<file path="src/rtl/ps2_key_event_filter.sv">
`default_nettype none
// +--------------------------------------------------------------------------+
// | ps2_key_event_filter: PS/2 make/break/extended decoder with key filter,  |
// | typematic repeat suppression and event FIFO.  Revision: 1.0              |
// +--------------------------------------------------------------------------+
module ps2_key_event_filter #(
  parameter int FIFO_DEPTH      = 4,
  parameter int FILTER_EN       = 1,
  parameter int REPORT_MAKE     = 1,
  parameter int REPORT_BREAK    = 1,
  parameter int REPEAT_SUPPRESS = 1,
  parameter int TIMEOUT_CYCLES  = 1_000_000
) (
  input  logic                          clk,
  input  logic                          reset,
  input  logic                          tick,
  input  logic [7:0]                    datain,
  input  logic                          ev_rd,
  input  logic                          ovf_clr,
  output logic                          ev_valid,
  output logic [9:0]                    ev_data,
  output logic [$clog2(FIFO_DEPTH):0]   ev_count,
  output logic                          overflow,
  output logic                          rx_tick,
  output logic [7:0]                    dataout
);

  localparam int PTR_W   = $clog2(FIFO_DEPTH);
  localparam int CNT_W   = PTR_W + 1;
  localparam int TO_W    = (TIMEOUT_CYCLES > 1) ? $clog2(TIMEOUT_CYCLES) : 1;
  localparam int TO_LAST = (TIMEOUT_CYCLES > 0) ? TIMEOUT_CYCLES - 1 : 0;

  localparam logic [1:0] ST_IDLE = 2'd0;
  localparam logic [1:0] ST_EXT  = 2'd1;
  localparam logic [1:0] ST_BRK  = 2'd2;

  logic [1:0]       state_q, state_d;
  logic             ext_q, ext_d;
  logic [TO_W-1:0]  to_cnt_q, to_cnt_d;
  logic [8:0]       held_q, held_d;
  logic             held_vld_q, held_vld_d;
  logic             rx_tick_q, rx_tick_d;
  logic [7:0]       dataout_q, dataout_d;
  logic             overflow_q, overflow_d;
  logic [PTR_W-1:0] wr_ptr_q, wr_ptr_d;
  logic [PTR_W-1:0] rd_ptr_q, rd_ptr_d;
  logic [CNT_W-1:0] count_q, count_d;
  logic [9:0]       mem_q [FIFO_DEPTH];
  logic [9:0]       mem_d [FIFO_DEPTH];

  logic       is_e0, is_f0;
  logic       make_hit, brk_hit, ev_ext;
  logic       is_repeat, push_req, do_push, do_pop, fifo_full;
  logic [9:0] push_data;

  function automatic logic key_ok(input logic ext, input logic [7:0] code);
    logic ok;
    ok = 1'b0;
    if (FILTER_EN != 0) begin
      if (!ext) begin
        case (code)
          8'h1C, 8'h24, 8'h4D, 8'h3A, 8'h1B, 8'h16,
          8'h1E, 8'h26, 8'h25, 8'h2E, 8'h36, 8'h45: ok = 1'b1;
          default: ok = 1'b0;
        endcase
      end else begin
        case (code)
          8'h75, 8'h72, 8'h6B, 8'h74: ok = 1'b1;
          default: ok = 1'b0;
        endcase
      end
    end else begin
      case (code)
        8'hE0, 8'hF0, 8'hE1, 8'hAA, 8'hFA, 8'hFE: ok = 1'b0;
        default: ok = 1'b1;
      endcase
    end
    return ok;
  endfunction

  assign is_e0 = (datain == 8'hE0);
  assign is_f0 = (datain == 8'hF0);

  // State register and all other flops
  always_ff @(posedge clk) begin
    if (reset) begin
      state_q    <= ST_IDLE;
      ext_q      <= 1'b0;
      to_cnt_q   <= '0;
      held_q     <= '0;
      held_vld_q <= 1'b0;
      rx_tick_q  <= 1'b0;
      dataout_q  <= '0;
      overflow_q <= 1'b0;
      wr_ptr_q   <= '0;
      rd_ptr_q   <= '0;
      count_q    <= '0;
      for (int i = 0; i < FIFO_DEPTH; i++) mem_q[i] <= '0;
    end else begin
      state_q    <= state_d;
      ext_q      <= ext_d;
      to_cnt_q   <= to_cnt_d;
      held_q     <= held_d;
      held_vld_q <= held_vld_d;
      rx_tick_q  <= rx_tick_d;
      dataout_q  <= dataout_d;
      overflow_q <= overflow_d;
      wr_ptr_q   <= wr_ptr_d;
      rd_ptr_q   <= rd_ptr_d;
      count_q    <= count_d;
      for (int i = 0; i < FIFO_DEPTH; i++) mem_q[i] <= mem_d[i];
    end
  end

  // Next-state logic, including prefix abandonment after a quiet period
  always_comb begin
    state_d  = state_q;
    ext_d    = ext_q;
    to_cnt_d = to_cnt_q;
    if (tick) begin
      to_cnt_d = '0;
      case (state_q)
        ST_IDLE: begin
          if (is_e0) begin
            state_d = ST_EXT;
          end else if (is_f0) begin
            state_d = ST_BRK;
            ext_d   = 1'b0;
          end
        end
        ST_EXT: begin
          if (is_f0) begin
            state_d = ST_BRK;
            ext_d   = 1'b1;
          end else begin
            state_d = ST_IDLE;
          end
        end
        ST_BRK: begin
          if (!is_f0) state_d = ST_IDLE;
        end
        default: state_d = ST_IDLE;
      endcase
    end else if (state_q != ST_IDLE && TIMEOUT_CYCLES != 0) begin
      if (to_cnt_q == TO_W'(TO_LAST)) begin
        state_d  = ST_IDLE;
        to_cnt_d = '0;
      end else begin
        to_cnt_d = to_cnt_q + 1'b1;
      end
    end
  end

  // Output decode: which event, if any, the current byte completes
  always_comb begin
    make_hit = 1'b0;
    brk_hit  = 1'b0;
    ev_ext   = 1'b0;
    if (tick && !is_f0 && !is_e0) begin
      case (state_q)
        ST_IDLE: make_hit = key_ok(1'b0, datain);
        ST_EXT: begin
          make_hit = key_ok(1'b1, datain);
          ev_ext   = 1'b1;
        end
        ST_BRK: begin
          brk_hit = key_ok(ext_q, datain);
          ev_ext  = ext_q;
        end
        default: ;
      endcase
    end
  end

  always_comb begin
    is_repeat  = (REPEAT_SUPPRESS != 0) && held_vld_q && (held_q == {ev_ext, datain});
    held_d     = held_q;
    held_vld_d = held_vld_q;
    if (REPEAT_SUPPRESS != 0) begin
      if (make_hit && !is_repeat) begin
        held_d     = {ev_ext, datain};
        held_vld_d = 1'b1;
      end else if (brk_hit && held_vld_q && held_q == {ev_ext, datain}) begin
        held_vld_d = 1'b0;
      end
    end

    push_req  = (make_hit && !is_repeat && REPORT_MAKE != 0) ||
                (brk_hit && REPORT_BREAK != 0);
    push_data = {ev_ext, brk_hit, datain};

    rx_tick_d = brk_hit;
    dataout_d = brk_hit ? {1'b0, datain[6:0]} : dataout_q;
  end

  // A full FIFO still accepts a push when the head is popped in the same cycle
  always_comb begin
    fifo_full = (count_q == CNT_W'(FIFO_DEPTH));
    do_pop    = ev_rd && (count_q != '0);
    do_push   = push_req && (!fifo_full || do_pop);

    for (int i = 0; i < FIFO_DEPTH; i++) mem_d[i] = mem_q[i];
    wr_ptr_d = wr_ptr_q;
    rd_ptr_d = rd_ptr_q;
    count_d  = count_q;

    if (do_push) begin
      mem_d[wr_ptr_q] = push_data;
      wr_ptr_d        = wr_ptr_q + 1'b1;
    end
    if (do_pop) rd_ptr_d = rd_ptr_q + 1'b1;
    if (do_push && !do_pop)      count_d = count_q + 1'b1;
    else if (do_pop && !do_push) count_d = count_q - 1'b1;

    if (push_req && fifo_full && !do_pop) overflow_d = 1'b1;
    else if (ovf_clr)                     overflow_d = 1'b0;
    else                                  overflow_d = overflow_q;
  end

  assign ev_valid = (count_q != '0);
  assign ev_data  = ev_valid ? mem_q[rd_ptr_q] : 10'd0;
  assign ev_count = count_q;
  assign overflow = overflow_q;
  assign rx_tick  = rx_tick_q;
  assign dataout  = dataout_q;

endmodule
`default_nettype wire

</file>
<file path="config.mk">
export PLATFORM = sky130hd
export DESIGN_NAME = ps2_key_event_filter
export DESIGN_NICKNAME = d
export VERILOG_FILES = /design/src/rtl/ps2_key_event_filter.sv
export SDC_FILE = /design/constraint.sdc
export NUM_CORES = 1
export LEC_CHECK = 0
export ABC_AREA = 1
export BUFFER_PORTS_ARGS = -buffer_cell sky130_fd_sc_hd__buf_2
export CAP_MARGIN = 25
export CORE_MARGIN = 4
export CORE_UTILIZATION = 54
export DETAILED_ROUTE_END_ITERATION = 6
export HOLD_SLACK_MARGIN = 0.06
export PLACE_DENSITY_LB_ADDON = 0.08
export SLEW_MARGIN = 20
export SYNTH_ARGS = -nofsm -noshare
export SYNTH_HDL_FRONTEND = slang
export SYNTH_SLANG_ARGS = --single-unit
export TNS_END_PERCENT = 1
</file>
<file path="constraint.sdc">
create_clock -name clk -period 2.8 [get_ports clk]
set_input_delay 0.14 -clock clk [delete_from_list [all_inputs] [get_ports clk]]
set_output_delay 0.14 -clock clk [all_outputs]
set_load 0.005 [all_outputs]
</file>
## Word-level counts from Yosys, hierarchy flattened

Memory sizes are Yosys's and may differ from the RTL's. A register that Yosys moved wholly into a read port is not among the register bits.
Cells that the tools add are included.

- Bits in writable memories: 40
- Memories kept: 1
- Register bits: 49
- Logic and storage cells: 129
- Output and inout bits: 24
- Input bits: 13

- Reductions and logical operators: 35
- $lt $le $gt $ge: 2
- Add/subtract/negate cells: 5
- Mux-type cells: 42
- Eq/ne operators: 28
- Bitwise gates (word level): 5

Memory list:

| memory | depth | width | rd ports | clocked after Yosys merged registers in | wr ports | line | source |
|---|---|---|---|---|---|---|---|
| mem_q | 4 | 10 | 5 | 1 | 4 | 48 | `logic [9:0] mem_q [FIFO_DEPTH];` |

Operator list:

| operator | number |
|---|---|
| 10-bit 2-to-1 mux | 6 |
| 8-bit by 6-bit equality test with 1-bit output, second input constant | 6 |
| 8-bit by 7-bit equality test with 1-bit output, second input constant | 6 |
| 40-bit bitwise mux | 1 |
| 40-bit 2-to-1 mux | 1 |
| 8-bit by 5-bit equality test with 1-bit output, second input constant | 4 |
| 20-bit by 1-bit adder with 20-bit output, second input constant | 1 |
| 10-bit demux with 2-bit select | 1 |
| 20-bit equality test, second input constant | 1 |
| 20-bit 2-to-1 mux | 1 |
| 2-bit 2-to-1 mux | 9 |
| 1-bit 2-to-1 mux | 17 |
| 8-bit equality test, second input constant | 2 |
| 2-bit nonzero test | 7 |
| 1-bit logical AND | 13 |
| 12-bit OR reduction | 1 |
| 9-bit equality test | 1 |
| 1-bit zero test | 6 |
| 3-bit 2-to-1 mux | 2 |
| 2-bit inequality test, second input constant | 3 |
| 1-bit case mux with 2 select lines | 3 |
| 2-bit case mux with 3 select lines | 1 |
| 5-bit AND reduction | 1 |
| 2-bit by 1-bit adder with 2-bit output, second input constant | 2 |
| other kinds (17) | 21 |

## Logic depth before layout (Yosys ltp)

- Depth in word-level cells: 15
- Depth in mapped cells: 22
- Depth with buffers taken out: 21

## Least setup slack after synthesis

No wires, ideal clock.

- Path kind: register -> register
- From: reg state_q[0]
- To: reg count_q[2] (netlist: ev_count[2])
- Arrival: 2.397 ns
- Buffers on the path: 0
- Period minus slack after synthesis: 2.520 ns
- Required time: 2.678 ns
- Cell stages (with the launch flop): 19
- Library setup time: 0.122 ns
- Path slack: 0.280 ns
- Cells stage by stage: dfxtp_1 -> inv_1 -> ha_1 -> a21oi_1 -> nor2_1 -> nand3_1 -> nand2_1 -> nand3_1 -> nand2_4 -> nand2_8 -> nand2_1 -> inv_1 -> ha_1 -> inv_1 -> fa_1 -> a21oi_1 -> o21ai_0 -> o21ai_0 -> a21oi_1

- Cells in the longest elaborated chain, start to end: 12
- Elaborated cells on any way between the ends: 20
- Those cells by class: 3 x eq/ne; 7 x mux; 10 x reduce/logical

RTL lines:

| what | line | source |
|---|---|---|
| from (decl) | 37 | `logic [1:0] state_q, state_d;` |
| from (signal assigned) | 100 | `state_q <= state_d;` |
| 2-bit equality test or 2-bit by 1-bit equality test with 1-bit output (tied branches) | 160 | `case (state_q)` |
| 1-bit case mux with 2 select lines | 160 |  |
| 1-bit 2-to-1 mux | 159 | `if (tick && !is_f0 && !is_e0) begin` |
| 9-bit equality test | 176 | `is_repeat = (REPEAT_SUPPRESS != 0) && held_vld_q && (held_q == {ev_ext, datain});` |
| 1-bit logical AND | 176 |  |
| 1-bit zero test | 188 | `push_req = (make_hit && !is_repeat && REPORT_MAKE != 0) \|\|` |
| 1-bit logical AND | 188 |  |
| 1-bit logical OR * | 188 |  |
| 1-bit logical AND * | 200 | `do_push = push_req && (!fifo_full \|\| do_pop);` |
| named net do_push | 53 | `logic is_repeat, push_req, do_push, do_pop, fifo_full;` |
| 1-bit zero test | 213 | `else if (do_pop && !do_push) count_d = count_q - 1'b1;` |
| 1-bit logical AND | 213 |  |
| 2-bit nonzero test (no source line) | -- |  |
| to (signal assigned) | 110 | `count_q <= count_d;` |
| to (decl) | 47 | `logic [CNT_W-1:0] count_q, count_d;` |

The timed path passes the listed nets; every way through them passes the cells marked *.
A chain may end at the register's enable or synchronous reset.

## Worst setup path after layout

Same ends and word-level chain as after synthesis.

==> results.txt <==
----------------------------------------------------
[Status]
  Run status ... finished, final reports clean

[Timing]
  Final-layout setup total negative slack ... 0 ps
  Worst-margin pin slew ... 655 ps
  Highest clock rate ... 386 MHz
  Number of hold-slack violations in the final timing report ... 0
  Slew Limit Fails ... 0
  Relative slew margins ... 0.563
  Final-layout worst hold slack ... 120 ps
  Final setup violation count ... 0
  Post-route clock period utilization ... 0.926
  Clock Skews ... 18.9 ps
  Final period demand of the worst path ... 2590 ps

[GRT]
  Residual overflow from global routing ... 0
  Vias in the first global route ... 3890
  Initial antenna violation count ... 0
  Global-route wire length before repair ... 18400 microns
  Maximum number of pins on one net before global-route repair ... 22
  Total global-route track usage ... 0.222

[Floorplanning]
  Placeable core region ... 8340 sq um
  Die area ... 10300 sq um
  DIE WIDTH ... 101 microns
  Top-Level Pins ... 37
  Die height ... 101 microns
  Starting utilization of the core area ... 0.564
  Number of placement rows ... 33

[CTS]
  Total CTS buffers ... 9
  Post-CTS Setup Bufs ... 0
  Clock tree from TritonCTS ... yes
  H-tree depth ... 3
  Clock network latency to the later pin of the worst-skew pair ... 360 ps
  Reg clk slew, reported paths ... 90 ps
  Clock sink count ... 91
  Root buf cell ... clkbuf_8
  Buffer depth of the longest clock path ... 2

[Hold path]
  Hold Path Class ... in2reg

[Critical path]
  Worst path required time ... 3060 ps
  Data arrival time of the critical path ... 2850 ps
  Worst-path cell chain ... inv_1 > ha_1 > a21oi_2 > nor2_2 > nand3_2 > nand2_1 > nand3_2 > nand2_4 > nand2_8 > nand2_1 > inv_2 > ha_1 > inv_1 > fa_1 > a21oi_1 > o21ai_1 > o21ai_1 > a21oi_1
  Slowest cell on crit path ... fa_1
  Kind of start point of the critical path ... flop
  Top fanout value on the critical path ... 6
  Gate family responsible for the most delay along the worst path ... adder cells
  Maximum single-stage delay on the critical path ... 380 ps
  Buf+Inv Stages, Crit Path ... 3
  Critical Path Sink Type ... flop
  WS Path Type ... reg2reg

[Power and ir drop]
  Power Dens Cells ... 554 nW/um^2
  Peak VDD IR ... 0.296 mV
  Leakage ... 2.31 nW

[Logic synthesis]
  Count of yosys warnings during synthesis ... 0
  Post-synthesis cell type count ... 36
  Post-Syn Area per Cell ... 6.76 sq um
  Net count of the mapped netlist ... 719
  Count of state elements after synthesis ... 91
  Proportion of synthesized chip area in sequential cells ... 0.387
  Number of instances in the synthesized netlist ... 696
  Total standard cell area after synthesis ... 4700 sq um

[Final layout]
  Number of nets at the end of the flow ... 748
  Post-layout instance area ... 5120 sq um
  Share of post-route cells with drive strength above 1 ... 0.144
  Antenna Diode Count ... 0
  Layout area overhead ... 8.88%
  Layout Utilization ... 0.614

[Detailed routing]
  WL per Instance ... 13.0 microns
  DR iter-0 viols ... 240
  Number of design rule violations left after detail routing ... 0
  Number of iterations in the first detailed-routing pass ... 6
  Number of nets with antenna violations after detailed routing ... 0
  Total wire length ... 10900 microns
  Per-cell via count in the routed design ... 5.09
  Total via count in the routed design ... 4250

[Place]
  Global placement routability congestion ... 0.941
  Placement-stage cell area ... 4890 sq um
  Count of buffers from port buffering ... 35
  DPL Wire Length ... 7700 microns

[Run]
  Max Cap Violations ... 0

----------------------------------------------------
==> report_power, final <==
part | internal, W | switching, W | total [W]
clock network | 0.000421 | 0.000488 | 0.000909
registers | 0.00133 | 0.0000343 | 0.00137
logic | 0.000189 | 0.000373 | 0.000562
==> area by class of cell <==
type / count / area [sq um]
fill: 821 / 3220
multi-input combinational: 478 / 2340
sequential: 91 / 1820
inverter: 100 / 375
timing repair buffer: 45 / 253
tap: 105 / 131
clock buffer: 10 / 128
clock inverter: 6 / 71.3
==> flip-flops by register name, indices dropped and copies added (netlist names), 2 cells and up, named ones only <==
register  cells
ev_count      3
wr_ptr_q      2
state_q       2
rd_ptr_q      2
to_cnt_q     20
dataout       7
held_q        9
mem_q        40
==> tightest hold or removal path: cells and delay by family <==
| family | cells | cell delay (ps) |
|---|---|---|
| compound gates | 1 | 60 |
| buf+inv | 1 | 150 |
| simple gates | 1 | 80 |
==> stage by stage <==
step,setup slack (ps),power (W),cells
global route,-16.2,0.00300,835
global placement,139,0.00195,818
floorplan,280,0.00175,696
finish,206,0.00284,835
CTS,23.9,0.00286,835
detailed placement,23.1,0.00195,818
==> placed cells by master, fill, tap and decap left out, types with 2 or more instances in the layout <==
cell and instances:
inv_1 87, clkbuf_8 9, clkinvlp_4 2, o21ai_1 4
nor2_2 10, nor3_1 11, buf_2 35, nand3_4 4
clkinv_1 2, nor4_1 5, nand3_1 16, xnor2_1 2
nand2_2 9, dfxtp_1 89, nand4_1 12, inv_6 2
nand2_1 133, o21ai_0 53, buf_4 9, a211oi_1 2
a21oi_1 69, inv_2 11, nand3_2 4, ha_1 9
nor2_1 120, or2_2 2, dfxtp_2 2
==> repair_timing <==
action	CTS	global route
resized for setup	0	10
endpoints found under the hold margin	1	0
hold buffers	1	0
setup endpoints to repair	0	2
==> cells in the mapped netlist <==
library cell	number	area (sq um)
nand3_4	4	70.1
buf_6	8	90.1
a21oi_1	70	350
ha_1	9	113
nand3_2	2	20.0
nor2_1	121	454
nand3_1	18	90.1
inv_2	10	37.5
and3_1	1	6.26
o21a_1	1	7.51
xnor2_1	2	17.5
buf_4	6	45.0
nor2_2	9	56.3
nand2_8	1	20.0
dfxtp_1	91	1820
o2111a_1	1	11.3
o21ai_1	1	5.00
a221oi_1	1	8.76
conb_1	1	3.75
nor3b_1	1	7.51
nor4_1	5	31.3
nand4_1	12	75.1
xor2_1	1	8.76
inv_1	88	330
o21ai_0	56	280
clkinv_1	2	7.51
nand2_2	9	56.3
nand2_1	133	499
nand2_4	1	11.3
nor2_4	1	11.3
or2_2	2	12.5
fa_1	1	20.0
nor3_1	11	55.1
a211oi_1	2	15.0
clkbuf_1	13	48.8
nor2b_1	1	6.26
==> path summary, 6_finish.rpt <==
kind                     from  slack, ps          end  cells past startpoint
setup / recovery   state_q[0]        210  ev_count[2]                     18
hold reg to reg   mem_q[3][7]        440  mem_q[3][7]                      2
hold / removal           tick        120   state_q[0]                      3
setup reg to reg   state_q[0]        210  ev_count[2]                     18
==> cells by family (layout without fill, tap and decap cells) <==
group	Yosys count	in the layout	share of synthesized area
and+or+nand+nor	332	332	0.315
xor gates and xnor gates	3	3	0.00559
buffers and inverters	127	161	0.119
other	1	1	0.000797
AOI/OAI and AO/OA	132	132	0.144
DFF	91	91	0.387
adders and majority gates	10	10	0.0282
==> layer usage <==
layer  vias to the layer above  routed length, microns  GRT usage
met1                      1862                    5320      0.319
met4                         0                     189     0.0654
li1                       2258                       -          -
met5                         -                       0          0
met2                       109                    4820      0.339
met3                        21                     532     0.0455
Power figures use the tool's default switching activity.
